<file path="src/rtl/sound_event_sequencer_pkg.sv">
// Shared types and note table for the sound event sequencer.
package sound_pkg;

   typedef enum logic [1:0] {EV_NONE, EV_GOOD, EV_BAD, EV_DIR} EVENT_TYPES;
   typedef enum logic [1:0] {IDLE, TONE, GAP} SEQ_STATES;

   localparam int FREQ_W = 9;
   localparam logic [FREQ_W-1:0] FREQ_GOOD = 9'd440;
   localparam logic [FREQ_W-1:0] FREQ_BAD  = 9'd311;
   localparam logic [FREQ_W-1:0] FREQ_DIR  = 9'd262;

   function automatic logic [FREQ_W-1:0] event_to_freq(input EVENT_TYPES ev);
      logic [FREQ_W-1:0] f;
      case (ev)
         EV_GOOD: f = FREQ_GOOD;
         EV_BAD:  f = FREQ_BAD;
         EV_DIR:  f = FREQ_DIR;
         default: f = '0;
      endcase
      return f;
   endfunction

endpackage

</file>
<file path="src/rtl/sound_event_sequencer_event_fifo.sv">
// Small circular FIFO of event codes; a push is accepted when full if a pop happens in the same cycle.
module event_fifo #(
   parameter int DEPTH = 4,
   parameter int W     = 2
) (
   input  logic                         clk,
   input  logic                         rst,
   input  logic                         push_i,
   input  logic                         pop_i,
   input  logic                         flush_i,
   input  logic [W-1:0]                 data_i,
   output logic [W-1:0]                 data_o,
   output logic [$clog2(DEPTH+1)-1:0]   count_o,
   output logic                         full_o,
   output logic                         empty_o
);

   localparam int CW = $clog2(DEPTH + 1);
   localparam int PW = $clog2(DEPTH);

   logic [W-1:0]  mem_q [DEPTH];
   logic [PW-1:0] wr_ptr_q, wr_ptr_d;
   logic [PW-1:0] rd_ptr_q, rd_ptr_d;
   logic [CW-1:0] count_q, count_d;
   logic          do_push, do_pop;

   assign full_o  = (count_q == CW'(DEPTH));
   assign empty_o = (count_q == '0);
   assign count_o = count_q;
   assign data_o  = mem_q[rd_ptr_q];

   assign do_push = push_i && !flush_i && (!full_o || pop_i);
   assign do_pop  = pop_i && !flush_i && !empty_o;

   // Pointers wrap naturally because DEPTH is a power of two.
   always_comb begin
      wr_ptr_d = wr_ptr_q;
      rd_ptr_d = rd_ptr_q;
      count_d  = count_q;
      if (flush_i) begin
         wr_ptr_d = '0;
         rd_ptr_d = '0;
         count_d  = '0;
      end else begin
         if (do_push) wr_ptr_d = wr_ptr_q + 1'b1;
         if (do_pop)  rd_ptr_d = rd_ptr_q + 1'b1;
         case ({do_push, do_pop})
            2'b10:   count_d = count_q + 1'b1;
            2'b01:   count_d = count_q - 1'b1;
            default: count_d = count_q;
         endcase
      end
   end

   always_ff @(posedge clk or posedge rst) begin
      if (rst) begin
         wr_ptr_q <= '0;
         rd_ptr_q <= '0;
         count_q  <= '0;
      end else begin
         wr_ptr_q <= wr_ptr_d;
         rd_ptr_q <= rd_ptr_d;
         count_q  <= count_d;
      end
   end

   always_ff @(posedge clk) begin
      if (do_push) mem_q[wr_ptr_q] <= data_i;
   end

endmodule

</file>
<file path="src/rtl/sound_event_sequencer.sv">
// Queues game events and plays each as a fixed-length tone followed by a fixed silent gap.
module sound_event_sequencer
   import sound_pkg::*;
#(
   parameter int DEPTH      = 4,
   parameter int TONE_TICKS = 25,
   parameter int GAP_TICKS  = 5
) (
   input  logic                         clk,
   input  logic                         rst,
   input  logic                         good_evt,
   input  logic                         bad_evt,
   input  logic                         dir_evt,
   input  logic                         mute,
   output logic [FREQ_W-1:0]            freq,
   output logic                         play,
   output logic                         busy,
   output logic [$clog2(DEPTH+1)-1:0]   queue_count,
   output logic                         drop
);

   localparam int MAXT = (TONE_TICKS > GAP_TICKS) ? TONE_TICKS : GAP_TICKS;
   localparam int TW   = $clog2(MAXT + 1);
   localparam int CW   = $clog2(DEPTH + 1);
   localparam logic [TW-1:0] TONE_LOAD = TW'(TONE_TICKS - 1);
   localparam logic [TW-1:0] GAP_LOAD  = TW'(GAP_TICKS - 1);

   SEQ_STATES         state_q, state_d;
   logic [TW-1:0]     timer_q, timer_d;
   logic [FREQ_W-1:0] freq_q, freq_d;
   logic              play_q, play_d;
   logic              drop_q, drop_d;

   EVENT_TYPES        ev_sel;
   logic              evt_multi;
   logic              push, pop;
   logic [1:0]        fifo_head;
   logic [CW-1:0]     fifo_count;
   logic              fifo_full, fifo_empty;

   event_fifo #(
      .DEPTH (DEPTH),
      .W     (2)
   ) u_fifo (
      .clk     (clk),
      .rst     (rst),
      .push_i  (push),
      .pop_i   (pop),
      .flush_i (mute),
      .data_i  (ev_sel),
      .data_o  (fifo_head),
      .count_o (fifo_count),
      .full_o  (fifo_full),
      .empty_o (fifo_empty)
   );

   // One event per cycle; anything beyond the highest-priority one is lost.
   always_comb begin
      ev_sel = EV_NONE;
      if (bad_evt)       ev_sel = EV_BAD;
      else if (good_evt) ev_sel = EV_GOOD;
      else if (dir_evt)  ev_sel = EV_DIR;
      evt_multi = (bad_evt & good_evt) | (bad_evt & dir_evt) | (good_evt & dir_evt);
      push      = !mute && (ev_sel != EV_NONE) && (!fifo_full || pop);
      drop_d    = !mute && (evt_multi || ((ev_sel != EV_NONE) && fifo_full && !pop));
   end

   always_ff @(posedge clk or posedge rst) begin
      if (rst) state_q <= IDLE;
      else     state_q <= state_d;
   end

   always_comb begin
      state_d = state_q;
      if (mute) begin
         state_d = IDLE;
      end else begin
         case (state_q)
            IDLE:    if (!fifo_empty) state_d = TONE;
            TONE:    if (timer_q == '0) state_d = GAP;
            GAP:     if (timer_q == '0) state_d = fifo_empty ? IDLE : TONE;
            default: state_d = IDLE;
         endcase
      end
   end

   always_comb begin
      pop     = 1'b0;
      freq_d  = freq_q;
      play_d  = play_q;
      timer_d = timer_q;
      if (mute) begin
         freq_d  = '0;
         play_d  = 1'b0;
         timer_d = '0;
      end else begin
         case (state_q)
            IDLE: begin
               if (!fifo_empty) begin
                  pop     = 1'b1;
                  freq_d  = event_to_freq(EVENT_TYPES'(fifo_head));
                  play_d  = 1'b1;
                  timer_d = TONE_LOAD;
               end
            end
            TONE: begin
               if (timer_q != '0) begin
                  timer_d = timer_q - 1'b1;
               end else begin
                  freq_d  = '0;
                  play_d  = 1'b0;
                  timer_d = GAP_LOAD;
               end
            end
            GAP: begin
               if (timer_q != '0) begin
                  timer_d = timer_q - 1'b1;
               end else if (!fifo_empty) begin
                  pop     = 1'b1;
                  freq_d  = event_to_freq(EVENT_TYPES'(fifo_head));
                  play_d  = 1'b1;
                  timer_d = TONE_LOAD;
               end
            end
            default: begin
               freq_d  = '0;
               play_d  = 1'b0;
               timer_d = '0;
            end
         endcase
      end
   end

   always_ff @(posedge clk or posedge rst) begin
      if (rst) begin
         timer_q <= '0;
         freq_q  <= '0;
         play_q  <= 1'b0;
         drop_q  <= 1'b0;
      end else begin
         timer_q <= timer_d;
         freq_q  <= freq_d;
         play_q  <= play_d;
         drop_q  <= drop_d;
      end
   end

   assign freq        = freq_q;
   assign play        = play_q;
   assign drop        = drop_q;
   assign queue_count = fifo_count;
   assign busy        = (state_q != IDLE) || !fifo_empty;

endmodule

</file>
<file path="config.mk">
export PLATFORM = sky130hd
export DESIGN_NAME = sound_event_sequencer
export DESIGN_NICKNAME = d
export VERILOG_FILES = /design/src/rtl/sound_event_sequencer_pkg.sv /design/src/rtl/sound_event_sequencer_event_fifo.sv /design/src/rtl/sound_event_sequencer.sv
export SDC_FILE = /design/constraint.sdc
export NUM_CORES = 1
export LEC_CHECK = 0
export CAP_MARGIN = 20
export CELL_PAD_IN_SITES_DETAIL_PLACEMENT = 1
export CELL_PAD_IN_SITES_GLOBAL_PLACEMENT = 2
export CORE_MARGIN = 4
export CORE_UTILIZATION = 35
export DETAILED_ROUTE_END_ITERATION = 12
export PLACE_DENSITY_LB_ADDON = 0.25
export SYNTH_ARGS = -nofsm -noshare
export SYNTH_HDL_FRONTEND = slang
export SYNTH_HIERARCHICAL = 1
export SYNTH_SLANG_ARGS = --single-unit
</file>
<file path="constraint.sdc">
create_clock -name clk -period 4.4 [get_ports clk]
set_input_delay 0.44 -clock clk [delete_from_list [all_inputs] [get_ports clk]]
set_output_delay 0.44 -clock clk [all_outputs]
set_load 0.005 [all_outputs]
</file>
[Word-level counts from Yosys, hierarchy flattened]
Memory sizes are Yosys's and may differ from the RTL's.
Index checks and enable logic that the tools add are counted.
Cells by class
  mux-type cells: 37
  reductions and logical operators: 27
  div/mod/pow operators: 0
  multipliers: 0
  bitwise operators: 5
  equal/unequal tests: 13
  $lt $le $gt $ge: 0
  shift operators: 0
  add/sub/neg operators: 5
Operators by type and width (number)
  case mux 9 bit (3 select lines): 2
  two-way mux 9 bit: 4
  two-way mux 2 bit: 11
  two-way mux 5 bit: 4
  != test 3 bit, second input constant: 5
  case mux 5 bit (3 select lines): 1
  two-way mux 1 bit: 10
  logical AND 1 bit: 9
  equality test 2 bit, second input constant: 4
  nonzero test 2 bit: 4
  equality test 2 x 1 -> 1 bit, second input constant: 3
  case mux 2 bit (3 select lines): 1
  case mux 3 bit (2 select lines): 1
  logical NOT 5 bit: 1
  nonzero test 5 bit: 1
  subtractor 5 x 1 -> 5 bit, second input constant: 1
  adder 2 x 1 -> 2 bit, second input constant: 2
  logical NOT 1 bit: 4
  adder 3 x 1 -> 3 bit, second input constant: 1
  AND 1 bit: 3
  equality test 3 bit, second input constant: 1
  logical NOT 3 bit: 1
  logical OR 1 bit: 3
  two-way mux 3 bit: 1
  other kinds (8): 9
Word-level totals
  ROM bits: 0
  latch bits: 0
  input port bits: 6
  bits in writable memories: 8
  flip-flop bits (word level): 25
  memories: 1
Memory list
  u_fifo.mem_q: depth 4, width 2, rd ports 1, clocked after Yosys merged registers in 0, write ports 1, line sound_event_sequencer_event_fifo.sv:21  | logic [W-1:0] mem_q [DEPTH];

[Logic depth before layout (Yosys ltp)]
  word-level depth: 12
  gate-level depth with buffers: 14
  gate-level depth less buffers: 13

[Hierarchy]
Netlist, hierarchy kept.
Modules (own cells, without submodules)
  sound_event_sequencer: area an instance 1048.5 um2, cells each 127, instances 1
  event_fifo: area an instance 789.5 um2, cells each 62, instances 1

[Worst setup path before layout]
OpenSTA, ideal clock, no wires.
  path kind: register to register
  start point: reg timer_q[0]
  end point: reg u_fifo.count_q[2] (netlist: u_fifo/count_o[2])
  arrival: 3.340 ns
  data required time: 4.322 ns
  slack: 0.982 ns
  cell stages (with the launch flop): 15
  cell sequence: dfrtp_1 -> inv_1 -> ha_1 -> or4b_4 -> a2111oi_4 -> nor2b_2 -> nor3_1 -> o311a_1 -> buf_6 -> nor3_1 -> fa_1 -> nand2_1 -> nor2_1 -> o32a_1 -> a21oi_1
On the way
  cells in the longest elaborated chain, start to end: 11
  elaborated cells between the ends (all ways): 15
  those cells by class: eq/ne (2); mux (5); reduce/logical (8)
Ends and longest elaborated chain
  start, declared: line sound_event_sequencer.sv:29  | logic [TW-1:0] timer_q, timer_d;
  start signal, assigned: line sound_event_sequencer.sv:141  | timer_q <= timer_d;
  nonzero test 5 bit *: line sound_event_sequencer.sv:116  | if (timer_q != '0) begin
  two-way mux 1 bit *: line sound_event_sequencer.sv:116
  case mux 1 bit (2 select lines) *: line sound_event_sequencer.sv:97  | case (state_q)
  two-way mux 1 bit *: line sound_event_sequencer.sv:92  | if (mute) begin
  net pop: line sound_event_sequencer.sv:36  | logic push, pop;
  logical OR 1 bit *: line sound_event_sequencer.sv:64  | push = !mute && (ev_sel != EV_NONE) && (!fifo_full || pop);
  logical AND 1 bit *: line sound_event_sequencer.sv:64
  net push: line sound_event_sequencer.sv:36
  logical AND 1 bit * (2 in series): line sound_event_sequencer_event_fifo.sv:32  | assign do_push = push_i && !flush_i && (!full_o || pop_i);
  equality test 2 x 1 -> 1 bit or equality test 2 bit (tied branches): line sound_event_sequencer_event_fifo.sv:47  | case ({do_push, do_pop})
  case mux 3 bit (2 select lines): line sound_event_sequencer_event_fifo.sv:47
  two-way mux 3 bit: line sound_event_sequencer_event_fifo.sv:40  | if (flush_i) begin
  end signal, assigned: line sound_event_sequencer_event_fifo.sv:63  | count_q <= count_d;
  end, declared: line sound_event_sequencer_event_fifo.sv:24  | logic [CW-1:0] count_q, count_d;
The timed path passes the listed nets; every way through them passes the cells marked *.
A chain may end at the register's enable or synchronous reset.

[Final worst setup path]
Ends and elaborated chain as after synthesis.

==> impl_metrics.json <==
{
  "crit_chain": "inv_1 -> ha_1 -> or4b_4 -> a2111oi_4 -> buf_4 -> nor2b_2 -> nor3_1 -> o311a_1 -> nor3_1 -> fa_1 -> nor3b_1 -> and2_1 -> o21ai_0 -> a21oi_1",
  "cp-end-kind": "flop",
  "wirelength_mm": 4.82,
  "post_synth_num_cell_types": 58,
  "die_width_um": 80.5,
  "wl_met1_mm": 2.04,
  "cp.arrival_ns": 4.30,
  "design.die.area_um2": 6470,
  "cap_violations": 0,
  "syn_inst": 189,
  "grt_max_degree": 26,
  "overflow": 0,
  "synthXorXnorAreaFrac_pct": 2.31,
  "hp-class": "primary input to async pin",
  "cpPeakStageDelay_ns": 0.61,
  "gp_congestion": 0.784,
  "via_per_inst": 5.39,
  "p_switching_uw": 388,
  "cts-root-buf": "clkbuf_8",
  "ioPinCount": 21,
  "fill_cells": 601,
  "critPathLaunchType": "flop",
  "routed.top_layer": "met4",
  "setup_viol_count_final": 0,
  "final-max-slew-violation-count": 0,
  "finalHoldViolations": 0,
  "drcViolationCount": 0,
  "drive_above_1_share_pct": 9.71,
  "finalPower_uw": 985,
  "synth_flop_cell": "dfrtp_1",
  "yosys.area_share.simple_pct": 18.9,
  "r2r_slack_ns": 0.30,
  "wl_met2_mm": 2.53,
  "tightestPinTransition_ns": 0.644,
  "layout.nets": 221,
  "cpMaxStageDelayCell": "or4b_4",
  "core_um2": 5110,
  "routedWlPerCell_um": 17.5,
  "cts_htree_levels": 2,
  "tns_ns": 0,
  "synth_fa_ha_area_share_pct": 7.76,
  "synth_compound_area_share_pct": 17.1,
  "fmax_ghz": 0.244,
  "synth_mux_area_share_pct": 4.42,
  "critPathTopFamily": "simple AND/OR/NAND/NOR gates",
  "num_vias": 1489,
  "worst_r2r_path_depth": 14,
  "synth-edff-count": 8,
  "portBuffers": 19,
  "p_comb_share_pct": 41.0,
  "cts_resized": 0,
  "status": "finished clean",
  "synth_top_family_by_area": "simple AND/OR/NAND/NOR gates",
  "slew_headroom_pct": 57.1,
  "synth_warnings": 6,
  "ys_async_sr_fraction_pct": 72.4,
  "worst-endpoint-required_ns": 4.60,
  "path_common_cell": "nor3_1",
  "grt_pass1_wl_mm": 7.92,
  "multi_input_area_um2": 932,
  "syn2layout_area_growth_pct": 16.6,
  "wl_met3_um": 181,
  "fin_area_um2": 2140,
  "fin_skew_ns": 0.00538,
  "grt_pass1_vias": 1529,
  "die_h_um": 80.5,
  "start_util_pct": 36.0,
  "drtIter0Drc": 78,
  "placed_area_um2": 2060,
  "ir_worst_vdd_mv": 0.236,
  "power.density_nw_per_um2": 460,
  "ys_ff_latch": 29,
  "rows": 26,
  "cts_tree": "yes",
  "clockPowerShare_pct": 21.0,
  "hold_buffers": 0,
  "syn_area_um2": 1840,
  "hpwlAfterDp_mm": 3.49,
  "first_pass_iters": 4,
  "synth_area_per_cell_um2": 9.72,
  "p_seq_share_pct": 38.0,
  "power.internal_uw": 598,
  "rsz0062_at_grt": "false",
  "p_leak_uw": 0.000870,
  "path_clk_slew_ns": 0.06,
  "clock-sinks": 29,
  "post_cts_buffers": 0,
  "r2r_start": "timer_q[0]$_DFF_PP0_",
  "insertedDiodeCount": 0,
  "finalCoreUtilization_pct": 42.0,
  "track_usage_pct": 16.2,
  "cts_buffers": 5,
  "crit_path_max_fanout": 12,
  "seq_area_frac_synth_pct": 41.7,
  "ant_nets": 0,
  "cts_buffer_depth": 2,
  "post-route-period-util_pct": 93.1,
  "clock_latency_ns": 0.28,
  "worstPathBufferInverterCount": 2,
  "antenna_found_initial": 0,
  "timing.final.crit_period_ns": 4.10,
  "path_class": "flop to flop",
  "swShare_pct": 39.3,
  "syn_nets": 205,
  "seq_area_um2": 766,
  "r2r-end": "u_fifo/count_o[2]$_DFFE_PP0P_"
}
## worst register-to-register path, cell delays in order (launching register included)
cell       delay (ns)
dfrtp_1          0.40
inv_1            0.11
ha_1             0.27
or4b_4           0.61
a2111oi_4        0.38
buf_4            0.21
nor2b_2          0.05
nor3_1           0.29
o311a_1          0.46
nor3_1           0.10
fa_1             0.40
nor3b_1          0.34
and2_1           0.21
o21ai_0          0.08
a21oi_1          0.12
## worst max path at each step
stage,depth (start not counted),end,start,slack [ns]
after floorplan,14,u_fifo/count_o[2]$_DFFE_PP0P_,timer_q[0]$_DFF_PP0_,0.98
after global routing,14,u_fifo/count_o[2]$_DFFE_PP0P_,timer_q[0]$_DFF_PP0_,0.13
after global placement,14,u_fifo/count_o[2]$_DFFE_PP0P_,timer_q[0]$_DFF_PP0_,0.70
after detailed placement,14,u_fifo/count_o[2]$_DFFE_PP0P_,timer_q[0]$_DFF_PP0_,0.38
final,14,u_fifo/count_o[2]$_DFFE_PP0P_,timer_q[0]$_DFF_PP0_,0.30
after CTS,14,u_fifo/count_o[2]$_DFFE_PP0P_,timer_q[0]$_DFF_PP0_,0.36
## flip-flops by register name, summed over array words and instances, names as in the netlist
name             cells
freq                 5
u_fifo/wr_ptr_q      2
drop                 1
u_fifo/count_o       3
u_fifo/mem_q         8
timer_q              5
play                 1
u_fifo/rd_ptr_q      2
state_q              2
## layer usage
metal,GRT usage [%],vias up
li1,-,704
met1,18.6,744
met2,28.9,34
met3,3.92,7
met4,6.08,0
met5,0,-
## cell usage after synthesis (3+ instances only)
cell type / count / share of area, %
nor3_1: 8 / 2.2
nand2_1: 9 / 1.8
ha_1: 9 / 6.1
dfrtp_1: 21 / 29
o21ai_0: 8 / 2.2
a21oi_1: 11 / 3.0
edfxtp_1: 8 / 13
nor2b_1: 4 / 1.4
clkbuf_1: 7 / 1.4
buf_4: 4 / 1.6
a31oi_1: 3 / 1.0
nor2_1: 19 / 3.9
nand3_1: 5 / 1.4
inv_1: 14 / 2.9
and2_1: 6 / 2.0
## cells in the final DEF, fill, tap and decap left out, types with 3 or more instances in the layout
cell	synthesis	routed
ha_1	9	9
nand2_1	9	9
edfxtp_1	8	8
buf_4	4	4
clkdlybuf4s50_1	0	19
nor2_1	19	19
a31oi_1	3	3
inv_1	14	14
nor2b_1	4	4
a21oi_1	11	11
nor3_1	8	8
o21ai_0	8	8
clkbuf_8	0	5
dfrtp_1	21	21
clkinv_1	1	3
and2_1	6	6
nand3_1	5	5
## stage by stage
step	setup slack (ns)	hold slack (ns)	instances
2_1_floorplan	0.982	0.243	189
3_5_place_dp	0.384	0.560	268
6_report	0.304	0.441	276
5_1_grt	0.133	0.476	276
3_3_place_gp	0.702	0.551	268
4_1_cts	0.359	0.449	276
## power by group through the flow
| stage | Clock, uW | Combinational [uW] | Sequential [uW] |
|---|---|---|---|
| 3_5_place_dp | 0 | 402 | 378 |
| 5_1_grt | 231 | 446 | 381 |
| 3_3_place_gp | 0 | 390 | 375 |
| 4_1_cts | 217 | 405 | 373 |
| 2_1_floorplan | 0 | 293 | 354 |
| 6_report | 207 | 404 | 374 |
## final cells by class
cell class                      instances  area share (%)
Timing Repair Buffer                   23            10.3
Sequential cell                        29            35.7
Inverter                               15            2.63
Tap cell                               70            4.09
Multi-Input combinational cell        131            43.5
Clock buffer                            5            3.21
Clock inverter                          3           0.584
## cells by family after synthesis
family                     count (synthesis)
adders and majority gates                 11
DFF                                       29
AOI/OAI and AO/OA                         44
buffers and inverters                     29
xor gates and xnor gates                   4
other                                      1
muxes                                      5
and+or+nand+nor                           66
Power figures use the tool's default switching activity.
